<file path="src/rtl/mem_arbiter.sv">
// rtl/mem_arbiter.sv - two-port memory arbiter with fixed/round-robin grant and wait timeout
//
// Purpose: shares one single-outstanding memory interface between a CPU data
// port (port 0) and a loader/debug port (port 1). A request is granted from
// IDLE, the winning command is latched onto mem_*, the access is held in BUSY
// until mem_ready or a wait timeout, and completion is reported to the owner
// through a one-cycle RESP state.
//
// Parameters:
//   ARB_MODE  0 = fixed priority (port 0 wins ties), 1 = round-robin
//   TIMEOUT   BUSY cycles allowed before the access is aborted (2..65535)
//
// Ports:
//   clk, reset                 clock, asynchronous active-low reset
//   req*/we*/adr*/wdata*/wsel* per-port request level and command
//   rdata*/done*/err*          per-port read data, completion and timeout pulses
//   mem_req/mem_we/mem_adr/
//   mem_wdata/mem_wsel         memory command of the granted port
//   mem_rdata/mem_ready        memory read data and completion
//   busy/owner                 arbiter activity and index of the granted port

module mem_arbiter #(
  parameter int ARB_MODE = 1,
  parameter int TIMEOUT  = 256
) (
  input  logic        clk,
  input  logic        reset,
  input  logic        req0,
  input  logic        req1,
  input  logic        we0,
  input  logic        we1,
  input  logic [31:0] adr0,
  input  logic [31:0] adr1,
  input  logic [31:0] wdata0,
  input  logic [31:0] wdata1,
  input  logic [3:0]  wsel0,
  input  logic [3:0]  wsel1,
  output logic [31:0] rdata0,
  output logic [31:0] rdata1,
  output logic        done0,
  output logic        done1,
  output logic        err0,
  output logic        err1,
  output logic        mem_req,
  output logic        mem_we,
  output logic [31:0] mem_adr,
  output logic [31:0] mem_wdata,
  output logic [3:0]  mem_wsel,
  input  logic [31:0] mem_rdata,
  input  logic        mem_ready,
  output logic        busy,
  output logic        owner
);

  typedef enum logic [1:0] {
    IDLE = 2'd0,
    BUSY = 2'd1,
    RESP = 2'd2
  } state_t;

  localparam logic [15:0] WAIT_LAST = 16'(TIMEOUT - 1);

  state_t      state;
  state_t      nextState;
  logic        started;    // low for the first edge after reset release
  logic        lastGrant;
  logic        timedOut;   // the access in flight ended by timeout
  logic [15:0] waitCnt;
  logic        winner;
  logic        grant;
  logic        abort;

  // Tie-break: fixed mode always favours port 0; round-robin favours the port
  // that did not win last time. A lone request always wins.
  always_comb begin
    if (req0 && req1) begin
      winner = (ARB_MODE != 0) ? ~lastGrant : 1'b0;
    end else begin
      winner = req1;
    end
  end

  always_ff @(posedge clk or negedge reset) begin
    if (!reset) begin
      state <= IDLE;
    end else begin
      state <= nextState;
    end
  end

  always_comb begin
    nextState = state;
    grant     = 1'b0;
    abort     = 1'b0;
    mem_req   = 1'b0;
    busy      = 1'b0;
    done0     = 1'b0;
    done1     = 1'b0;
    err0      = 1'b0;
    err1      = 1'b0;
    case (state)
      IDLE: begin
        if (started && (req0 || req1)) begin
          grant     = 1'b1;
          nextState = BUSY;
        end
      end
      BUSY: begin
        mem_req = 1'b1;
        busy    = 1'b1;
        if (mem_ready) begin
          nextState = RESP;
        end else if (waitCnt == WAIT_LAST) begin
          // mem_ready in the same cycle takes precedence over the abort
          abort     = 1'b1;
          nextState = RESP;
        end
      end
      RESP: begin
        busy      = 1'b1;
        done0     = ~owner;
        done1     = owner;
        err0      = ~owner & timedOut;
        err1      = owner & timedOut;
        nextState = IDLE;
      end
      default: begin
        nextState = IDLE;
      end
    endcase
  end

  always_ff @(posedge clk or negedge reset) begin
    if (!reset) begin
      started   <= 1'b0;
      lastGrant <= 1'b1;
      owner     <= 1'b0;
      timedOut  <= 1'b0;
      waitCnt   <= 16'd0;
      mem_we    <= 1'b0;
      mem_adr   <= 32'd0;
      mem_wdata <= 32'd0;
      mem_wsel  <= 4'd0;
      rdata0    <= 32'd0;
      rdata1    <= 32'd0;
    end else begin
      started <= 1'b1;
      if (grant) begin
        owner     <= winner;
        lastGrant <= winner;
        timedOut  <= 1'b0;
        waitCnt   <= 16'd0;
        mem_we    <= winner ? we1    : we0;
        mem_adr   <= winner ? adr1   : adr0;
        mem_wdata <= winner ? wdata1 : wdata0;
        mem_wsel  <= winner ? wsel1  : wsel0;
      end
      if (state == BUSY) begin
        if (mem_ready) begin
          if (!mem_we) begin
            if (owner) begin
              rdata1 <= mem_rdata;
            end else begin
              rdata0 <= mem_rdata;
            end
          end
        end else if (abort) begin
          timedOut <= 1'b1;
        end else begin
          waitCnt <= waitCnt + 16'd1;
        end
      end
    end
  end

endmodule

</file>
<file path="config.mk">
export PLATFORM = sky130hd
export DESIGN_NAME = mem_arbiter
export DESIGN_NICKNAME = d
export VERILOG_FILES = /design/src/rtl/mem_arbiter.sv
export SDC_FILE = /design/constraint.sdc
export NUM_CORES = 1
export LEC_CHECK = 0
export ABC_AREA = 1
export BUFFER_PORTS_ARGS = -buffer_cell sky130_fd_sc_hd__buf_4
export CORE_UTILIZATION = 30
export CTS_BUF_LIST = sky130_fd_sc_hd__clkbuf_16
export DETAILED_ROUTE_END_ITERATION = 10
export GPL_ROUTABILITY_DRIVEN = 0
export REMOVE_ABC_BUFFERS = 1
export SLEW_MARGIN = 20
export SYNTH_ARGS = -nofsm -noshare
export SYNTH_HDL_FRONTEND = slang
export SYNTH_SLANG_ARGS = --single-unit
</file>
<file path="constraint.sdc">
create_clock -name clk -period 1.6 [get_ports clk]
set_input_delay 0.08 -clock clk [delete_from_list [all_inputs] [get_ports clk]]
set_output_delay 0.08 -clock clk [all_outputs]
set_load 0.05 [all_outputs]
</file>
Word-level counts from Yosys, hierarchy flattened

Index checks and enable logic that the tools add are counted.

Bitwise logic cells: 5
Mux-type cells: 28
$mul: 0
Add/subtract/negate cells: 1
Reduce and logical (&&, ||, !) cells: 8
Equality and inequality tests: 5
$lt $le $gt $ge: 0
Shift-type cells: 0
Div/mod/pow operators: 0

Operators with widths:

| cell                    | count |
|---|---|
| $mux W16                | 4 |
| $mux W32                | 2 |
| $mux W1                 | 17 |
| $add A16 B1 Y16 const B | 1 |
| $eq A16 B8 Y1 const B   | 1 |
| $reduce_and A4 Y1       | 2 |
| $mux W2                 | 3 |
| $mux W4                 | 1 |
| $pmux W2 S2             | 1 |
| $ne A3 B3 Y1 const B    | 1 |
| $not A1 Y1              | 3 |
| $and A1 B1 Y1           | 2 |
| $eq A2 B1 Y1 const B    | 1 |
| $eq A2 B2 Y1 const B    | 1 |
| $logic_and A1 B1 Y1     | 2 |
| $logic_not A2 Y1        | 1 |
| $ne A2 B2 Y1 const B    | 1 |
| $reduce_and A2 Y1       | 1 |
| $reduce_or A2 Y1        | 1 |
| $logic_or A1 B1 Y1      | 1 |

RAM bits: 0
Word-level logic and storage cells: 59
Input port bits: 175
Flip-flop bits (word level): 155
ROM bits: 0
Latch bits: 0
Memories kept: 0
Output and inout bits: 140

Logic depth before layout (Yosys ltp)

Gate-level depths: netlist of the first run.

Depth after elaboration: 8
Mapped depth: 9
Gate-level depth less buffers: 9

Worst setup path after synthesis of the first run

Ideal clock, no wire load.

Path kind: register -> register
Start point: reg state[1]
End point: reg rdata1[10]
Arrival time: 1.799 ns
Library setup time: 0.130 ns
Path slack: -0.329 ns
Stages on the path, launching flop included: 9
Clock period less this slack: 1.929 ns
Data required time: 1.470 ns
Path buffers: 1
Cell sequence: dfrtp_1 inv_1 ha_1 inv_1 nor2_1 nand3_1 clkbuf_1 nand2_1 o21ai_0

Cells in the longest elaborated chain, start to end: 2

Ends and longest elaborated chain:

| what                        | RTL line | source |
|---|---|---|
| start, declared             | 63       | `state_t state;` |
| start signal, assigned      | 87       | `state <= nextState;` |
| $eq A2 B1 Y1                | 158      | `if (state == BUSY) begin` |
| $reduce_and A4 Y1 (no line) | --       |  |
| end signal, assigned        | 162      | `rdata1 <= mem_rdata;` |
| end, declared               | 39       | `output logic [31:0] rdata1,` |

Every way passes these cells.
A chain may end at the register's enable or synchronous reset.

Final worst setup path of the first run

Start point: reg state[0]
End point: reg rdata1[29]

Same word-level chain as after synthesis.

==> results of run 1 <==
==> repair_timing <==
action / in CTS / in global routing
hold endpoints to repair: 179 / 0
pin swaps: 0 / 3
gates cloned: 0 / 8
hold buffers: 168 / 0
setup endpoints to repair: 4 / 91
buffers inserted: 1 / 2
resized for setup: 2 / 24
==> final timing paths <==
kind / to / slack (ns) / depth (start not counted)
max: rdata1[29] / 0.06 / 8
max reg2reg: rdata1[29] / 0.06 / 8
max in group asynchronous: rdata0[23] / 0.77 / 3
min: mem_wdata[13] / 0.004 / 3
min reg2reg: lastGrant / 0.47 / 2
min in group asynchronous: mem_wdata[30] / 0.17 / 2
==> sequential cells by signal, indices dropped and copies added (netlist names) <==
register   count
mem_adr       32
rdata1        32
started        1
mem_we         1
owner          1
state          2
mem_wdata     32
waitCnt       16
rdata0        32
lastGrant      1
mem_wsel       4
timedOut       1
==> metal layers <==
metal | track usage | wire length [um] | vias to the layer above
met5 | 0 | 0 | -
met4 | 0.0991 | 983 | 0
met3 | 0.0556 | 1560 | 67
met2 | 0.360 | 12600 | 281
met1 | 0.237 | 10000 | 3554
li1 | - | - | 3576
==> power by group through the flow <==
stage          Combinational, mW  Clock (mW)  Sequential [mW]
5_1_grt                     13.6        4.58             6.82
2_1_floorplan               2.32           0             12.0
4_1_cts                     12.5        4.43             6.57
3_5_place_dp                12.2           0             6.59
6_report                    12.8        4.35             6.60
3_3_place_gp                12.1           0             6.59
==> logic make-up (layout without fill, tap and decap cells) <==
logic type / Yosys count / count (layout) / share of synthesized area
AND/OR/NAND/NOR: 310 / 310 / 0.186
AO/OA/AOI/OAI: 217 / 217 / 0.163
flip-flops: 155 / 155 / 0.575
buffers and inverters: 103 / 617 / 0.0610
adder cells (fa/ha/maj): 5 / 5 / 0.00927
XOR/XNOR: 4 / 4 / 0.00519
other: 1 / 2 / 0.000556
==> cells in the mapped netlist <==
| cell | count |
|---|---|
| nand2_1 | 179 |
| o21ai_0 | 161 |
| dfrtp_1 | 154 |
| nor2_1 | 91 |
| inv_1 | 59 |
| o21ai_1 | 48 |
| clkbuf_1 | 29 |
| nand3_1 | 22 |
| buf_2 | 11 |
| ha_1 | 5 |
| nor3_1 | 4 |
| a21oi_1 | 3 |
| nand2_2 | 3 |
| nand2_4 | 3 |
| nand4_1 | 3 |
| xor2_1 | 3 |
| inv_2 | 2 |
| nor2_2 | 2 |
| buf_1 | 1 |
| buf_8 | 1 |
| conb_1 | 1 |
| dfstp_2 | 1 |
| nand3_2 | 1 |
| nand3b_1 | 1 |
| nor2_4 | 1 |
| o21a_1 | 1 |
| o21ai_2 | 1 |
| o21bai_1 | 1 |
| o22ai_1 | 1 |
| o31ai_1 | 1 |
| xnor2_1 | 1 |
==> tightest hold or removal path: stages <==
cell and delay [ns]:
buf_4 0.08, o21ai_1 0.06, o21ai_0 0.15
==> cell type report <==
cell class	instances	share of cell area
Tap cell	280	0.0287
Antenna cell	1	0.000205
Clock buffer	17	0.0348
Clock inverter	15	0.0176
Sequential cell	155	0.318
Inverter	61	0.0192
Timing Repair Buffer	524	0.375
Multi-Input combinational cell	537	0.207
==> metrics by stage <==
step	cell area, sq um	hold WS (ns)
4_1_cts	12000	0.0111
3_5_place_dp	9620	0.0475
2_1_floorplan	6570	-0.216
6_report	12200	0.00354
5_1_grt	12200	0.0282
3_3_place_gp	9620	0.0583
==> layout by cell type (no fill, tap or decap), types with 7 or more instances in the layout <==
master and instances:
nand2_1 178, o21ai_0 159, buf_6 7, nand3_1 20, dlygate4sd3_1 168, nor2_1 88
o21ai_1 50, buf_12 8, dfrtp_1 154, inv_1 55, clkbuf_16 22, buf_4 335
==> flow_summary.json, run 1 <==
{
  "cts_tree": "yes",
  "wire_per_inst_um": 15.8,
  "total_power_mw": 23.8,
  "violations": "design-rule violations",
  "grt_max_degree": 80,
  "cp_num_buf_inv": 3,
  "avgSynthCellArea_sq_um": 8.49,
  "drv_cap": 0,
  "worst_r2r_startpoint": "state[0]",
  "gr-usage-all-layers": 0.208,
  "worst_slack_ns": 0.0567,
  "grt_pass1_vias": 7492,
  "initial_core_util": 0.307,
  "status": "finished, violations left",
  "ir_worst_vdd_v": 0.00132,
  "core-area_sq_um": 22000,
  "dpl.cell_count": 1378,
  "die-height_um": 152,
  "cts_buffers": 17,
  "htreeDepth": 4,
  "syn2layout_area_growth_pct": 81.0,
  "synth_top_cell_area_share": 0.571,
  "die_area_sq_um": 23100,
  "fmaxAchievable_mhz": 648,
  "cts_buffer_depth": 2,
  "slew_violations": 0,
  "p_seq_frac": 0.278,
  "grt_pass1_wl_um": 38000,
  "finClkSkew_ns": 0.0102,
  "power_density_nw_per_um2": 1950,
  "buffer_ports.inserted": 314,
  "finalCriticalPeriod_ns": 1.54,
  "swShare": 0.493,
  "yosysTopAreaCell": "dfrtp_1",
  "clock_latency_ns": 0.42,
  "finalCritPeriodShare": 0.965,
  "antenna_left": 0,
  "worstPathCellList": "buf_6, ha_4, inv_2, nor2_4, nand3_4, buf_6, nand2_1, o21ai_0",
  "route.detailed.drc": 18,
  "synth-seq-cells": 155,
  "crit_family": "buffers and inverters",
  "drt_iter0_drc": 353,
  "via_per_inst": 4.70,
  "synth_area_sq_um": 6750,
  "start_kind": "flop",
  "internal_power_mw": 12.1,
  "critPathArrivalTime_ns": 1.84,
  "routed_wirelength_um": 25200,
  "p_leak_nw": 6.05,
  "dpl.hpwl_um": 15500,
  "fillers": 1915,
  "worstSetupPathType": "flop to flop",
  "fin_util": 0.556,
  "min-delay-start": "wdata0[13]",
  "ys_top_cells_by_area": "dfrtp_1 (57%), o21ai_0 (12%), nand2_1 (10%)",
  "end_kind": "flop",
  "rsz0062_at_grt": "true",
  "drt_pass1_iterations": 8,
  "tns_ns": 0,
  "ios": 315,
  "multi_input_area_sq_um": 2530,
  "layout.cells.non_filler": 1590,
  "dr_total_vias": 7478,
  "synth-seq-area-share": 0.575,
  "setup_viol": 0,
  "combPwrFrac": 0.540,
  "die_w_um": 152,
  "critPathLaunch": "state[0]",
  "cpPeakStageDelay_ns": 0.39,
  "ys_warn_count": 0,
  "drive_above_1_share": 0.317,
  "netlist_instances": 795,
  "cts-root-buf": "clkbuf_16",
  "crit_top_cell": "buf_6",
  "cpMaxStageDelayCell": "dfrtp_1",
  "antenna_found_initial": 1,
  "clk_pin_slew_ns": 0.07,
  "regArea_sq_um": 3880,
  "row_count": 54,
  "crit_fanout": 16,
  "final_nets": 1476,
  "ys_types": 31,
  "grt-ovfl-total": 0,
  "pre_cts_slack_ns": 0.0506,
  "hold_violations": 0,
  "hold_path.class": "primary input to flop",
  "cts.sinks": 155,
  "p_switching_mw": 11.7,
  "critPathRequiredTime_ns": 1.90,
  "clkPwrFrac": 0.183
}
Power figures use the tool's default switching activity.
==> inputs of run 2 (changes only) <==
--- a/config.mk
+++ b/config.mk
@@ -7,10 +7,14 @@
 export LEC_CHECK = 0
 export ABC_AREA = 1
 export BUFFER_PORTS_ARGS = -buffer_cell sky130_fd_sc_hd__buf_4
-export CORE_UTILIZATION = 30
+export CELL_PAD_IN_SITES_DETAIL_PLACEMENT = 0
+export CELL_PAD_IN_SITES_GLOBAL_PLACEMENT = 2
+export CORE_UTILIZATION = 25
 export CTS_BUF_LIST = sky130_fd_sc_hd__clkbuf_16
 export DETAILED_ROUTE_END_ITERATION = 10
 export GPL_ROUTABILITY_DRIVEN = 0
+export HOLD_SLACK_MARGIN = 0.06
+export PLACE_DENSITY_LB_ADDON = 0.1
 export REMOVE_ABC_BUFFERS = 1
 export SLEW_MARGIN = 20
 export SYNTH_ARGS = -nofsm -noshare
==> run 2 against run 1 <==
Against the previous run:
- the flow still finishes with violations (design-rule violations)
- critical endpoint is now rdata0[26]
- register-to-register slack worse by 0.02 ns
- utilization is 8.3 points lower
- via count is 3.0% lower
- sequential cell count stayed put
- global-route usage is 2.2 points lower
- clock skew is 0.0094 ns higher
- hold slack better by 0.19 ns
- largest power group unchanged
==> flow_summary.json, run 2 (synthesis results as in run 1) <==
{
  "crit_family": "buffers and inverters",
  "ir_worst_vdd_v": 0.000899,
  "place_area_sq_um": 9680,
  "met2_usage": 0.314,
  "die_area_sq_um": 27700,
  "grt-ovfl-total": 0,
  "top_usage_layer": "met2",
  "via_per_inst": 4.40,
  "use_met3": 0.0560,
  "grt_pass1_wl_um": 40500,
  "fin_util": 0.473,
  "grt_pass1_vias": 7550,
  "dpl.hpwl_um": 16900,
  "p_leak_nw": 6.09,
  "min-delay-start": "req0",
  "clock_latency_ns": 0.44,
  "use_met1": 0.222,
  "setup_viol": 0,
  "antenna_cells": 0,
  "htreeDepth": 4,
  "rsz0062_at_grt": "true",
  "routed_wirelength_um": 27000,
  "finClkSkew_ns": 0.0196,
  "fmaxAchievable_mhz": 640,
  "ios": 315,
  "slew_violations": 0,
  "grt_max_degree": 78,
  "final_nets": 1479,
  "antenna_found_initial": 0,
  "row_count": 59,
  "drv_cap": 0,
  "critPathArrivalTime_ns": 1.88,
  "pre_cts_slack_ns": 0.0519,
  "cpMaxStageDelayCell": "dfrtp_1",
  "tightest_slew_ns": 0.703,
  "status": "finished, violations left",
  "drive_above_1_share": 0.330,
  "violations": "design-rule violations",
  "worstPathCellList": "buf_6, ha_4, inv_4, nor2_4, buf_4, nand3_4, clkbuf_16, nand2_1, o21ai_0",
  "drt_iter0_drc": 329,
  "r2r-end": "rdata0[26]",
  "multi_input_area_sq_um": 2610,
  "cts_tree": "yes",
  "finalCriticalPeriod_ns": 1.56,
  "cp_num_buf_inv": 4,
  "cts-root-buf": "clkbuf_16",
  "worst_hold_path.endpoint": "waitCnt[15]",
  "tns_ns": 0,
  "slew_headroom": 0.530,
  "critPathRequiredTime_ns": 1.92,
  "initial_core_util": 0.257,
  "core-area_sq_um": 26300,
  "hold_depth": 5,
  "crit_fanout": 32,
  "finalCritPeriodShare": 0.977,
  "power_density_nw_per_um2": 1920,
  "fillers": 2599,
  "worst_r2r_startpoint": "state[0]",
  "worstSetupPathType": "flop to flop",
  "cpPeakStageDelay_ns": 0.38,
  "end_kind": "flop",
  "wire_per_inst_um": 16.4,
  "cts_buffer_depth": 2,
  "rrSetupSlack_ns": 0.04,
  "gr-usage-all-layers": 0.185,
  "route.detailed.drc": 14,
  "regArea_sq_um": 3880,
  "antenna_left": 0,
  "buffer_ports.inserted": 314,
  "die-height_um": 166,
  "clk_pin_slew_ns": 0.08,
  "die_w_um": 166,
  "start_kind": "flop",
  "mostFrequentLayoutCells": "buf_4 (329), dlygate4sd3_1 (173), nand2_1 (163)",
  "hold_slack_ns": 0.196,
  "drt_pass1_iterations": 7,
  "hold_path.class": "primary input to flop",
  "final_common_cell": "buf_4",
  "syn2layout_area_growth_pct": 84.4,
  "fin_area_sq_um": 12400,
  "dr_total_vias": 7254,
  "cts_buffers": 17,
  "worst_slack_ns": 0.0364,
  "hold_violations": 0,
  "rr_worst_depth": 9,
  "cts.sinks": 155
}
==> run 2: cell types whose count changed in the layout (fill, tap and decap cells not counted), sizes merged <==
cell | previous run | this run
dlygate4sd3 | 168 | 173
buf | 351 | 347
bufinv | 3 | 0
clkbuf | 22 | 24
clkinv | 9 | 11
diode | 1 | 0
inv | 64 | 65
==> run 2: timing repair <==
item                                   in CTS  in global routing
hold buffers                              173                  0
pin swaps                                   0                  3
endpoints found under the hold margin     289                  0
gates cloned                                0                 10
gates resized for setup                     1                 75
setup endpoints to repair                   2                106
buffers inserted                            1                  3
==> run 2: worst max path at each step <==
stage / from / to / cells past startpoint / slack (ns)
floorplan: lastGrant / mem_adr[10] / 5 / -1.56
global placement: state[0] / waitCnt[3] / 8 / 0.06
detailed placement: state[0] / waitCnt[3] / 8 / 0.05
CTS: state[0] / err1 / 5 / 0.02
global route: state[1] / rdata1[31] / 8 / -0.06
finish: state[0] / rdata0[26] / 9 / 0.04
==> run 2: report_power, final <==
group	internal (mW)	switching (mW)	total, mW
Combinational	4.09	8.97	13.1
Clock	2.14	2.07	4.21
Sequential	5.57	1.01	6.58
==> run 2: worst register-to-register path: stages (launching register included) <==
cell and delay (ns):
dfrtp_1 0.38, buf_6 0.13, ha_4 0.14, inv_4 0.05
nor2_4 0.13, buf_4 0.13, nand3_4 0.11, clkbuf_16 0.23
nand2_1 0.08, o21ai_0 0.08
==> run 2: per-stage QoR <==
step	total power, mW	std cells
floorplan	14.3	753
global placement	18.8	1428
detailed placement	18.8	1428
CTS	23.5	1634
global route	25.1	1647
finish	23.8	1647
==> run 2: metal layers <==
metal,part of all wire,wire (um)
met1,0.42,11300
met2,0.49,13300
met3,0.070,1880
met4,0.020,536
met5,0,0
==> run 2: area by class of cell <==
class / count / share of cell area
multi-input combinational: 537 / 0.210
clock buffer: 17 / 0.0342
tap: 335 / 0.0337
inverter: 61 / 0.0190
timing repair buffer: 527 / 0.376
sequential: 155 / 0.312
clock inverter: 15 / 0.0160
==> inputs of run 3 (changes only) <==
--- a/config.mk
+++ b/config.mk
@@ -9,6 +9,7 @@
 export BUFFER_PORTS_ARGS = -buffer_cell sky130_fd_sc_hd__buf_4
 export CELL_PAD_IN_SITES_DETAIL_PLACEMENT = 0
 export CELL_PAD_IN_SITES_GLOBAL_PLACEMENT = 2
+export CORE_MARGIN = 4
 export CORE_UTILIZATION = 25
 export CTS_BUF_LIST = sky130_fd_sc_hd__clkbuf_16
 export DETAILED_ROUTE_END_ITERATION = 10
==> constraint.sdc (replaced) <==
create_clock -name clk -period 1.75 [get_ports clk]
set_input_delay 0.0875 -clock clk [delete_from_list [all_inputs] [get_ports clk]]
set_output_delay 0.0875 -clock clk [all_outputs]
set_load 0.05 [all_outputs]
==> run 3 against run 2 <==
Against the previous run:
- the flow now finishes without violations
- non-clock buffer count shrank 17
- critical path depth shrank 4
- final cell count shrank 0.97%
- sequential power shrank 9.0%
- routed wire length shrank 4.1%
- utilization shrank 1.8 points
- register-to-register slack gained 0.14 ns
- critical path type is now flop to output port
- critical endpoint is now err0
- highest routed layer unchanged
==> flow_summary.json, run 3 (synthesis results as in run 1) <==
{
  "status": "finished clean",
  "core-area_sq_um": 26300,
  "cts.sinks": 155,
  "grt_max_degree": 65,
  "gr-usage-all-layers": 0.175,
  "dr_wl_met3_um": 1920,
  "drt_pass1_iterations": 4,
  "crit_top_cell": "inv_1",
  "drt_iter0_drc": 307,
  "antenna_found_initial": 1,
  "cts-root-buf": "clkbuf_16",
  "clk_pin_slew_ns": 0.07,
  "dpl.hpwl_um": 18200,
  "clkPwrFrac": 0.178,
  "internal_power_mw": 10.4,
  "p_switching_mw": 10.7,
  "critPathArrivalTime_ns": 1.53,
  "crit_fanout": 4,
  "combPwrFrac": 0.539,
  "finalCritPeriodShare": 0.922,
  "fillers": 2600,
  "cp_num_buf_inv": 3,
  "p_leak_nw": 5.91,
  "grt_pass1_vias": 7415,
  "grt_pass1_wl_um": 40900,
  "syn2layout_area_growth_pct": 77.3,
  "fmaxAchievable_mhz": 620,
  "met1_length_um": 10700,
  "htreeDepth": 4,
  "cpMaxStageDelayCell": "dfrtp_1",
  "die_area_sq_um": 29700,
  "routed.top_layer": "met4",
  "place_area_sq_um": 9630,
  "total_power_mw": 21.1,
  "routed_wirelength_um": 25900,
  "worst_r2r_startpoint": "state[0]",
  "row_count": 59,
  "tns_ns": 0,
  "antenna_left": 0,
  "ios": 315,
  "fin_area_sq_um": 12000,
  "grt-ovfl-total": 0,
  "hold_violations": 0,
  "cts_tree": "yes",
  "worstPathCellList": "inv_1, ha_1, inv_1, nor3_2, buf_4",
  "dr_total_vias": 7077,
  "worst_hold_path.endpoint": "waitCnt[8]",
  "slew_violations": 0,
  "via_per_inst": 4.34,
  "die_w_um": 172,
  "crit_family": "flip-flops",
  "worstSetupPathType": "flop to output port",
  "critPathRequiredTime_ns": 1.66,
  "swShare": 0.506,
  "drive_above_1_share": 0.302,
  "hold_depth": 4,
  "drv_cap": 0,
  "clock_latency_ns": 0.43,
  "finalCriticalPeriod_ns": 1.61,
  "finClkSkew_ns": 0.0130,
  "cts_buffers": 17,
  "final_common_cell": "buf_4",
  "buffer_ports.inserted": 314,
  "regArea_sq_um": 3880,
  "mostFrequentLayoutCells": "buf_4 (331), nand2_1 (178), dlygate4sd3_1 (171)",
  "cpPeakStageDelay_ns": 0.42,
  "start_kind": "flop",
  "min-delay-start": "mem_ready",
  "end_kind": "output port",
  "ir_worst_vdd_v": 0.000879,
  "setup_viol": 0,
  "initial_core_util": 0.257,
  "p_seq_frac": 0.283,
  "final_nets": 1462,
  "wl_met2_um": 12600,
  "r2r-end": "rdata1[1]",
  "rr_worst_depth": 7,
  "multi_input_area_sq_um": 2480,
  "route.detailed.drc": 0,
  "hold_path.class": "primary input to flop",
  "die-height_um": 172,
  "cts_buffer_depth": 2,
  "rrSetupSlack_ns": 0.18,
  "power_density_nw_per_um2": 1770,
  "wire_per_inst_um": 15.9
}
[run 3: cell count changes in the layout (fill, tap and decap cells not counted), sizes merged]
cell         previous run  this run
buf                   347       339
clkbuf                 24        17
clkinv                 11         7
diode                   0         1
dlygate4sd3           173       171
inv                    65        69
[run 3: per-layer routing]
metal  GRT usage  vias up
met5           0        -
met1       0.214     3271
met3      0.0549       31
met2       0.295      233
li1            -     3542
met4      0.0560        0
[run 3: worst max path at each step]
stage,from,to,slack [ns],depth (start not counted)
final,state[0],err0,0.14,5
after global routing,state[0],err0,-0.02,5
after CTS,state[0],err0,0.07,5
after detailed placement,state[1],waitCnt[5],0.11,8
after global placement,state[1],rdata1[10],0.19,8
after floorplan,lastGrant,mem_adr[10],-1.41,5
[run 3: worst reg2reg max path: stages (launching register included)]
cell,delay [ns]
dfrtp_1,0.42
buf_4,0.15
ha_1,0.20
inv_1,0.13
nor2_2,0.07
nand3_2,0.08
buf_12,0.24
o21ai_0,0.16
[run 3: power by group through the flow]
stage          registers (mW)  logic, mW  clock network (mW)
6_report                 5.99       11.4                3.76
5_1_grt                  6.19       12.1                4.06
4_1_cts                  5.99       11.5                3.90
3_5_place_dp             6.02       11.2                   0
3_3_place_gp             5.99       11.2                   0
2_1_floorplan            11.0       2.12                   0
[run 3: timing repair]
action / in CTS / in global routing
setup buffers: 0 / 1
gates resized for setup: 0 / 4
hold buffers: 171 / 0
setup endpoints to repair: 0 / 18
endpoints found under the hold margin: 281 / 0
[run 3: final cells by class]
class                   count  share of cell area
repair buffers            510               0.363
diodes                      1            0.000209
inverters                  61              0.0194
multi-input cells         537               0.207
clock inverters            15              0.0145
flip-flops and latches    155               0.324
well taps                 335              0.0350
clock buffers              17              0.0356
[run 3: per-stage QoR]
step / utilization / hold slack, ns / setup slack [ns] / std cells
finish: 0.455 / 0.0789 / 0.136 / 1631
CTS: 0.454 / 0.0692 / 0.0724 / 1629
floorplan: - / -0.208 / -1.41 / 753
detailed placement: 0.366 / 0.0703 / 0.110 / 1426
global placement: 0.366 / 0.0746 / 0.187 / 1426
global route: 0.455 / 0.0718 / -0.0154 / 1631
